### src/rtl/updown_count_monitor.sv
// Decodes an up/down counter's Count bus: direction lock, illegal-jump detection,
// wrap-around pulses and a saturating error tally. All outputs are registered.
module updown_count_monitor #(
  parameter int unsigned WIDTH  = 4,
  parameter int unsigned LOCK_N = 3
) (
  input  logic             Clk,
  input  logic             rst,
  input  logic [WIDTH-1:0] Count_in,
  input  logic             Valid,
  output logic             Dir_up,
  output logic             Dir_down,
  output logic             Locked,
  output logic             Step_err,
  output logic             Wrap_pulse,
  output logic [7:0]       Err_count
);

  typedef enum logic [1:0] {StInit, StTrack, StUpLock, StDownLock} state_e;

  localparam logic [WIDTH-1:0] MaxVal = {WIDTH{1'b1}};
  localparam logic [WIDTH-1:0] OneVal = {{(WIDTH-1){1'b0}}, 1'b1};
  localparam logic [3:0]       LockN  = 4'(LOCK_N);

  state_e           r_state, w_state_next;
  logic [WIDTH-1:0] r_prev, w_prev_next, w_delta;
  logic [3:0]       r_run_up, r_run_dn, w_run_up_next, w_run_dn_next;
  logic [3:0]       w_run_up_inc, w_run_dn_inc;
  logic [7:0]       r_err_count, w_err_count_next;
  logic             r_step_err, w_step_err_next;
  logic             r_wrap, w_wrap_next;
  logic             w_up, w_dn, w_hold;

  // Modular difference classifies the step independent of wrap-around.
  assign w_delta = Count_in - r_prev;
  assign w_up    = (w_delta == OneVal);
  assign w_dn    = (w_delta == MaxVal);
  assign w_hold  = (w_delta == '0);

  assign w_run_up_inc = (r_run_up >= LockN) ? LockN : r_run_up + 4'd1;
  assign w_run_dn_inc = (r_run_dn >= LockN) ? LockN : r_run_dn + 4'd1;

  always_comb begin
    w_state_next     = r_state;
    w_prev_next      = r_prev;
    w_run_up_next    = r_run_up;
    w_run_dn_next    = r_run_dn;
    w_err_count_next = r_err_count;
    w_step_err_next  = 1'b0;
    w_wrap_next      = 1'b0;

    if (Valid) begin
      w_prev_next = Count_in;
      if (r_state == StInit) begin
        w_state_next = StTrack;
      end else if (w_up) begin
        w_wrap_next = (r_prev == MaxVal);
        case (r_state)
          StTrack: begin
            w_run_up_next = w_run_up_inc;
            w_run_dn_next = 4'd0;
            if (w_run_up_inc == LockN) w_state_next = StUpLock;
          end
          StDownLock: begin
            w_run_up_next = 4'd1;
            w_run_dn_next = 4'd0;
            w_state_next  = (LockN == 4'd1) ? StUpLock : StTrack;
          end
          default: ;
        endcase
      end else if (w_dn) begin
        w_wrap_next = (r_prev == '0);
        case (r_state)
          StTrack: begin
            w_run_dn_next = w_run_dn_inc;
            w_run_up_next = 4'd0;
            if (w_run_dn_inc == LockN) w_state_next = StDownLock;
          end
          StUpLock: begin
            w_run_dn_next = 4'd1;
            w_run_up_next = 4'd0;
            w_state_next  = (LockN == 4'd1) ? StDownLock : StTrack;
          end
          default: ;
        endcase
      end else if (!w_hold) begin
        w_step_err_next  = 1'b1;
        w_err_count_next = (r_err_count == 8'hFF) ? 8'hFF : r_err_count + 8'd1;
        w_run_up_next    = 4'd0;
        w_run_dn_next    = 4'd0;
        w_state_next     = StTrack;
      end
    end
  end

  always_ff @(posedge Clk) begin
    if (rst) begin
      r_state     <= StInit;
      r_prev      <= '0;
      r_run_up    <= 4'd0;
      r_run_dn    <= 4'd0;
      r_err_count <= 8'd0;
      r_step_err  <= 1'b0;
      r_wrap      <= 1'b0;
    end else begin
      r_state     <= w_state_next;
      r_prev      <= w_prev_next;
      r_run_up    <= w_run_up_next;
      r_run_dn    <= w_run_dn_next;
      r_err_count <= w_err_count_next;
      r_step_err  <= w_step_err_next;
      r_wrap      <= w_wrap_next;
    end
  end

  assign Dir_up     = (r_state == StUpLock);
  assign Dir_down   = (r_state == StDownLock);
  assign Locked     = Dir_up | Dir_down;
  assign Step_err   = r_step_err;
  assign Wrap_pulse = r_wrap;
  assign Err_count  = r_err_count;

endmodule
### config.mk
export PLATFORM = sky130hd
export DESIGN_NAME = updown_count_monitor
export DESIGN_NICKNAME = d
export VERILOG_FILES = /design/src/rtl/updown_count_monitor.sv
export SDC_FILE = /design/constraint.sdc
export NUM_CORES = 1
export LEC_CHECK = 0
export BUFFER_PORTS_ARGS = -buffer_cell sky130_fd_sc_hd__buf_2
export CAP_MARGIN = 40
export CORE_ASPECT_RATIO = 1.1
export CORE_MARGIN = 2
export CORE_UTILIZATION = 35
export DETAILED_ROUTE_END_ITERATION = 6
export HOLD_SLACK_MARGIN = 0.1
export RECOVER_POWER = 50
export SLEW_MARGIN = 40
export SYNTH_ARGS = -nofsm -noshare
export SYNTH_HDL_FRONTEND = slang
export SYNTH_SLANG_ARGS = --single-unit
### constraint.sdc
create_clock -name Clk -period 4.9 [get_ports Clk]
set_clock_uncertainty 0.15 [all_clocks]
set_input_delay 0.49 -clock Clk [delete_from_list [all_inputs] [get_ports Clk]]
set_output_delay 0.49 -clock Clk [all_outputs]
set_load 0.02 [all_outputs]
==> results of run 1 <==
==> where the power goes <==
group	internal, mW	switching (mW)	total (mW)
sequential	0.200	0.00580	0.206
clock	0.0717	0.0625	0.134
combinational	0.0347	0.0601	0.0949
==> cells in the final DEF, fill, tap and decap left out, types with 4 or more instances in the layout <==
| cell | instances |
|---|---|
| clkbuf_1 | 14 |
| dfxtp_1 | 24 |
| nor4_1 | 4 |
| a21oi_1 | 10 |
| a211oi_1 | 4 |
| ha_1 | 11 |
| buf_2 | 5 |
| nand3_1 | 4 |
| inv_1 | 9 |
| nand2_1 | 5 |
| clkbuf_8 | 4 |
| nor2_1 | 9 |
| nor3b_1 | 5 |
| nand2b_1 | 6 |
| mux2i_1 | 7 |
| a31oi_1 | 5 |
| nor3_1 | 10 |
==> sequential cells by signal, indices dropped and copies added, names as in the netlist <==
signal      count
r_prev          4
Step_err        1
r_run_dn        4
r_state         2
Wrap_pulse      1
Err_count       8
r_run_up        4
==> cells in the mapped netlist (all sizes together) (4+ instances only) <==
cell type	n	area (um2)
a31oi	5	31.3
nand2	6	25.0
nand3	4	20.0
dfxtp	24	480
ha	11	138
nor3	11	66.3
a211oi	4	30.0
nor2	9	33.8
inv	9	33.8
nor3b	5	37.5
nand2b	6	37.5
nor4	4	25.0
mux2i	7	70.1
a21oi	11	70.1
o21ai	5	28.8
==> worst max-delay path, cell delays in order (launching register included) <==
cell and delay, ns:
dfxtp_1 0.35, ha_1 0.22, fa_1 0.38, xor2_1 0.22, or3_2 0.48, a21oi_1 0.50
nor3_1 0.16, a311oi_1 0.30
==> layout make-up <==
| cell class | count | area, um2 |
|---|---|---|
| fill | 473 | 2560 |
| multi-input combinational | 130 | 976 |
| sequential | 24 | 480 |
| timing repair buffer | 19 | 77.6 |
| tap | 54 | 67.6 |
| clock buffer | 4 | 55.1 |
| inverter | 9 | 33.8 |
==> cells by family (layout without fill, tap and decap cells) <==
| family | Yosys count | in the layout | share of synthesized area [%] |
|---|---|---|---|
| compound gates | 43 | 43 | 21.5 |
| xor+xnor | 4 | 4 | 2.30 |
| fa+ha+maj | 12 | 12 | 10.3 |
| buf+inv | 13 | 32 | 4.19 |
| flops | 24 | 24 | 31.5 |
| mux | 7 | 7 | 4.60 |
| simple gates | 64 | 64 | 25.5 |
==> per-layer routing <==
metal | share of wire (%) | up-vias
met5 | 0 | -
met4 | 1.1 | 0
met3 | 4.6 | 4
met2 | 47 | 36
met1 | 48 | 615
li1 | - | 675
==> worst paths after layout <==
path	start	end	slack, ns	cells past startpoint
hold / removal	r_run_up[3]	r_run_up[3]	0.33	1
setup reg to reg	r_prev[0]	Err_count[6]	2.04	7
hold reg to reg	r_run_up[3]	r_run_up[3]	0.33	1
setup / recovery	r_prev[0]	Err_count[6]	2.04	7
==> reports/qor.csv, run 1 <==
stage;metric;value;unit
hold_path;Hold Crit Class;register to register;
synthesis;sequential share of the synthesized area;31.5;%
grt;GR Layer Usage met3;2.31;%
clocking;Worst-Skew Late Latency;0.26;ns
synthesis;#FFs+latches synth;24;
sta;final worst-path cycle share;58.3;%
power;Design Power;0.435;mW
setup_path;worst setup path category;register to register;
status;status;completed;
synthesis;Yosys cell types;53;
setup_path;CP Launch Type;register;
setup_path;CP endpoint kind;register;
sta;Worst-Margin Slew;1.08;ns
synthesis;FFs w/ async S/R, synth;0;%
clocking;# clock sinks;24;
cells_and_area;Area Growth Syn to Fin;10.9;%
floorplan;Die Width;66.9;um
floorplan;Die H;73.2;um
clocking;clk buf depth;2;
sta;FMAX;350;MHz
power;maximum vdd ir drop;0.0000969;V
clocking;setup bufs post-CTS;0;
routing;# DRC;0;
cells_and_area;final cell utilization of the core;39.7;%
synthesis;post-synth net total;186;
clocking;Worst-path clk slew;0.09;ns
synthesis;top_reg_cell synth;dfxtp_1;
clocking;Root Driver;clkbuf_8;
cells_and_area;Post-Layout Cell Count;240;
synthesis;syn_area_per_cell;9.13;um2
floorplan;I/O pin count;20;
sta;max_slew headroom;27.9;%
sta;Hold Fails Final Rpt;0;
power;leakage;0.610;nW
placed_design;placed cell areas;1660;um2
grt;initial antenna violation count;0;
cells_and_area;antenna diode count;0;
floorplan;Placeable Area;4250;um2
clocking;CTS buffer count;3;
grt;grt met2 use;24.8;%
placed_design;hpwl dp;2480;um
power;PwrDens;257;nW/um2
floorplan;row cnt;25;
routing;vias;1330;
routing;Routed Antenna Nets;0;
sta;setup slack after layout;2.04;ns
routing;via density per instance;5.54;
grt;via count of the first global-routing pass;1240;
placed_design;DP Cell Count;236;
sta;setup TNS;0;ns
flow_run;Max Cap Viol;0;
cells_and_area;share of layout cells above drive strength 1;11.3;%
floorplan;Initial Utilization;35.8;%
grt;grt total ovfl;0;
grt;gr busiest metal;met2;
synthesis;Synth warnings;0;
clocking;H-tree levels;1;
placed_design;Final Wtd Congestion;0.741;
floorplan;Die ar.;4900;um2
grt;GR Util All Layers;14.7;%
routing;Wirelength per Cell;13.5;um
routing;drt total wl;3230;um
cells_and_area;cell area after layout;1690;um2
synthesis;number of synthesized flops with an enable pin;0;
placed_design;IO Port Bufs;19;
routing;initial DRC count;49;
sta;fin crit period;2.86;ns
synthesis;Post-Syn Area;1520;um2
sta;RSZ-0062 raised after global routing;false;
placed_design;pre-CTS setup slack;2.00;ns
setup_path;crit-path max FO;9;
clocking;post-cts sizing count;0;
routing;Pre-antenna DRT Iters;4;
setup_path;worst path required time;4.92;ns
synthesis;Synth Instances;167;
clocking;TritonCTS clock tree;done;
grt;M1 GR Usage;19.5;%
grt;largest net degree at the start of global routing;28;
sta;Hold WS;0.331;ns
cells_and_area;NumNets Final;206;
sta;Final setup viols;0;
sta;Final Max Slew Viols;0;
grt;global-route wire length before repair;5620;um
setup_path;Worst Path Arrival;2.88;ns
clocking;Post-CTS Hold Buffers;0;
Power figures use the tool's default switching activity.
==> run 2, diff against run 1 <==
Clock period 4.9 ns to 2.78 ns, I/O delays scaled along.
==> run 2 against run 1 <==
  * Critical path depth stayed put
  * First-iteration DRC count grew 31%
  * Combinational power grew 78%
  * Power increased by 76%
  * Die area unchanged
  * Worst hold slack got worse by 0.20 ns
  * Largest cell class unchanged
  * Highest routed layer unchanged
  * Count of clock-buffer cells in the layout unchanged
==> reports/qor.csv, run 2 (synthesis gave the netlist of run 1 again) <==
stage;metric;value;unit;change
routing;Wirelength per Cell;13.6;um;+0.88%
clocking;TritonCTS clock tree;done;;
cells_and_area;Area Growth Syn to Fin;11.6;%;
setup_path;CP peak stage delay;0.49;ns;about the same
floorplan;Die ar.;4900;um2;unchanged
setup_path;worst path required time;2.80;ns;-2.12 ns
cells_and_area;share of layout cells above drive strength 1;12.3;%;+1.0 points
power;Switch Pwr;0.225;mW;+75%
setup_path;RR Startpoint;r_prev[0];;
clocking;Worst-path clk slew;0.08;ns;about the same
flow_run;Max Cap Viol;0;;unchanged
power;leakage;0.617;nW;+1.1%
clocking;H-tree levels;1;;unchanged
setup_path;CP endpoint kind;register;;
floorplan;I/O pin count;20;;unchanged
grt;global-route wire length before repair;5860;um;+4.3%
power;Clk pwr share;30.6;%;-0.3 points
clocking;setup bufs post-CTS;0;;unchanged
placed_design;hpwl dp;2450;um;-0.95%
setup_path;crit path from;r_prev[0];;
power;Seq pwr share;47.3;%;about the same
routing;# DRC;0;;unchanged
cells_and_area;max FFs per register;8;;unchanged
hold_path;hold path start;Count_in[1];;
sta;final worst-path cycle share;93.2;%;+35 points
sta;Final Max Slew Viols;0;;unchanged
placed_design;Final Wtd Congestion;0.741;;about the same
clocking;post-cts sizing count;0;;unchanged
grt;via count of the first global-routing pass;1275;;+2.8%
clocking;# clock sinks;24;;unchanged
floorplan;Die Width;66.9;um;unchanged
routing;initial DRC count;64;;+31%
power;Sw Share;29.3;%;-0.20 points
clocking;clk buf depth;2;;unchanged
power;PwrDens;451;nW/um2;+75%
sta;setup TNS;0;ns;unchanged
status;status;completed;;
setup_path;worst setup path category;register to register;;
sta;Worst-Margin Slew;0.560;ns;-0.522 ns
cells_and_area;final cell utilization of the core;40.0;%;+0.24 points
clocking;Post-CTS Hold Buffers;0;;unchanged
clocking;Worst-Skew Late Latency;0.26;ns;about the same
routing;vias;1305;;-1.9%
floorplan;Placeable Area;4250;um2;unchanged
sta;Hold Fails Final Rpt;0;;unchanged
grt;largest net degree at the start of global routing;28;;unchanged
setup_path;flop-to-flop setup slack;0.19;ns;-1.85 ns
routing;drt total wl;3270;um;+1.3%
routing;via density per instance;5.41;;-2.3%
floorplan;Die H;73.2;um;unchanged
setup_path;CP top delay family;simple AND/OR/NAND/NOR gates;;
cells_and_area;most frequent cells in the layout;24 x dfxtp_1, 13 x clkbuf_1, 11 x ha_1, 10 x nor3_1;;
cells_and_area;NumNets Final;207;;+0.49%
sta;Final setup viols;0;;unchanged
power;maximum vdd ir drop;0.000200;V;+110%
floorplan;row cnt;25;;unchanged
setup_path;CP Launch Type;register;;
hold_path;Hold Crit Class;input pin to register;;
cells_and_area;antenna diode count;0;;unchanged
grt;initial antenna violation count;0;;unchanged
setup_path;Worst Path Arrival;2.61;ns;-0.27 ns
setup_path;crit-path max FO;9;;unchanged
sta;fin crit period;2.59;ns;-0.266 ns
routing;Pre-antenna DRT Iters;4;;unchanged
power;internal cell power;0.541;mW;+77%
floorplan;Initial Utilization;35.8;%;unchanged
sta;FMAX;386;MHz;+10%
grt;grt total ovfl;0;;unchanged
routing;Routed Antenna Nets;0;;unchanged
sta;max_slew headroom;62.4;%;+35 points
placed_design;IO Port Bufs;19;;unchanged
setup_path;Critical Path Slowest Stage Cell;or3_2;;
setup_path;Worst Path Buf+Inv;0;;unchanged
power;Logic pwr share;22.0;%;+0.2 points
clocking;CTS buffer count;3;;unchanged
grt;GR Util All Layers;15.3;%;+0.56 points
cells_and_area;most common cell after layout, fill and taps aside;dfxtp_1;;
clocking;Root Driver;clkbuf_8;;
setup_path;crit path cell chain;ha_1 -> fa_1 -> xor2_1 -> or3_2 -> a21oi_2 -> nor2_1 -> a311oi_1;;
sta;RSZ-0062 raised after global routing;false;;
[run 2: cell count changes in the layout (fill, tap and decap cells not counted), sizes merged]
cell    before  now
clkbuf      18   17
buf          5    7
[run 2: power groups by stage]
| stage | logic, mW | clock network, mW | registers [mW] |
|---|---|---|---|
| final | 0.169 | 0.235 | 0.363 |
| after global routing | 0.190 | 0.261 | 0.365 |
| after floorplan | 0.132 | 0 | 0.373 |
| after CTS | 0.172 | 0.248 | 0.363 |
| after global placement | 0.171 | 0 | 0.371 |
| after detailed placement | 0.171 | 0 | 0.371 |
[run 2: through the flow]
stage	worst slack (ns)	hold WS, ns	instances	cell area, um2	total power, mW
2_1_floorplan	0.373	0.275	167	1520	0.505
3_3_place_gp	0.149	0.318	237	1660	0.542
3_5_place_dp	0.106	0.320	237	1660	0.542
4_1_cts	0.172	0.131	241	1720	0.783
5_1_grt	0.0135	0.162	241	1700	0.816
6_report	0.189	0.135	241	1700	0.766
[run 2: layout make-up]
cell class / count / area [um2]
inverter: 9 / 33.8
tap: 54 / 67.6
clock buffer: 4 / 55.1
sequential: 24 / 480
multi-input combinational: 130 / 977
fill: 480 / 2550
timing repair buffer: 20 / 86.3
[run 2: worst paths after layout]
check / cells past startpoint / end
worst max-delay path: 7 / Err_count[4]
worst min-delay path: 3 / r_prev[1]
worst max register to register: 7 / Err_count[4]
worst min register to register: 1 / r_run_up[2]
[run 2: routing by layer]
metal / up-vias / share of wire (%) / global-route usage (%)
met1: 607 / 49 / 20.5
met4: 0 / 0.89 / 4.76
li1: 679 / - / -
met5: - / 0 / 0
met3: 2 / 2.8 / 1.85
met2: 17 / 47 / 25.6
[run 2: worst min-delay path, cell delays in order]
cell	delay, ns
buf_2	0.10
mux2i_1	0.06
nor2_1	0.07
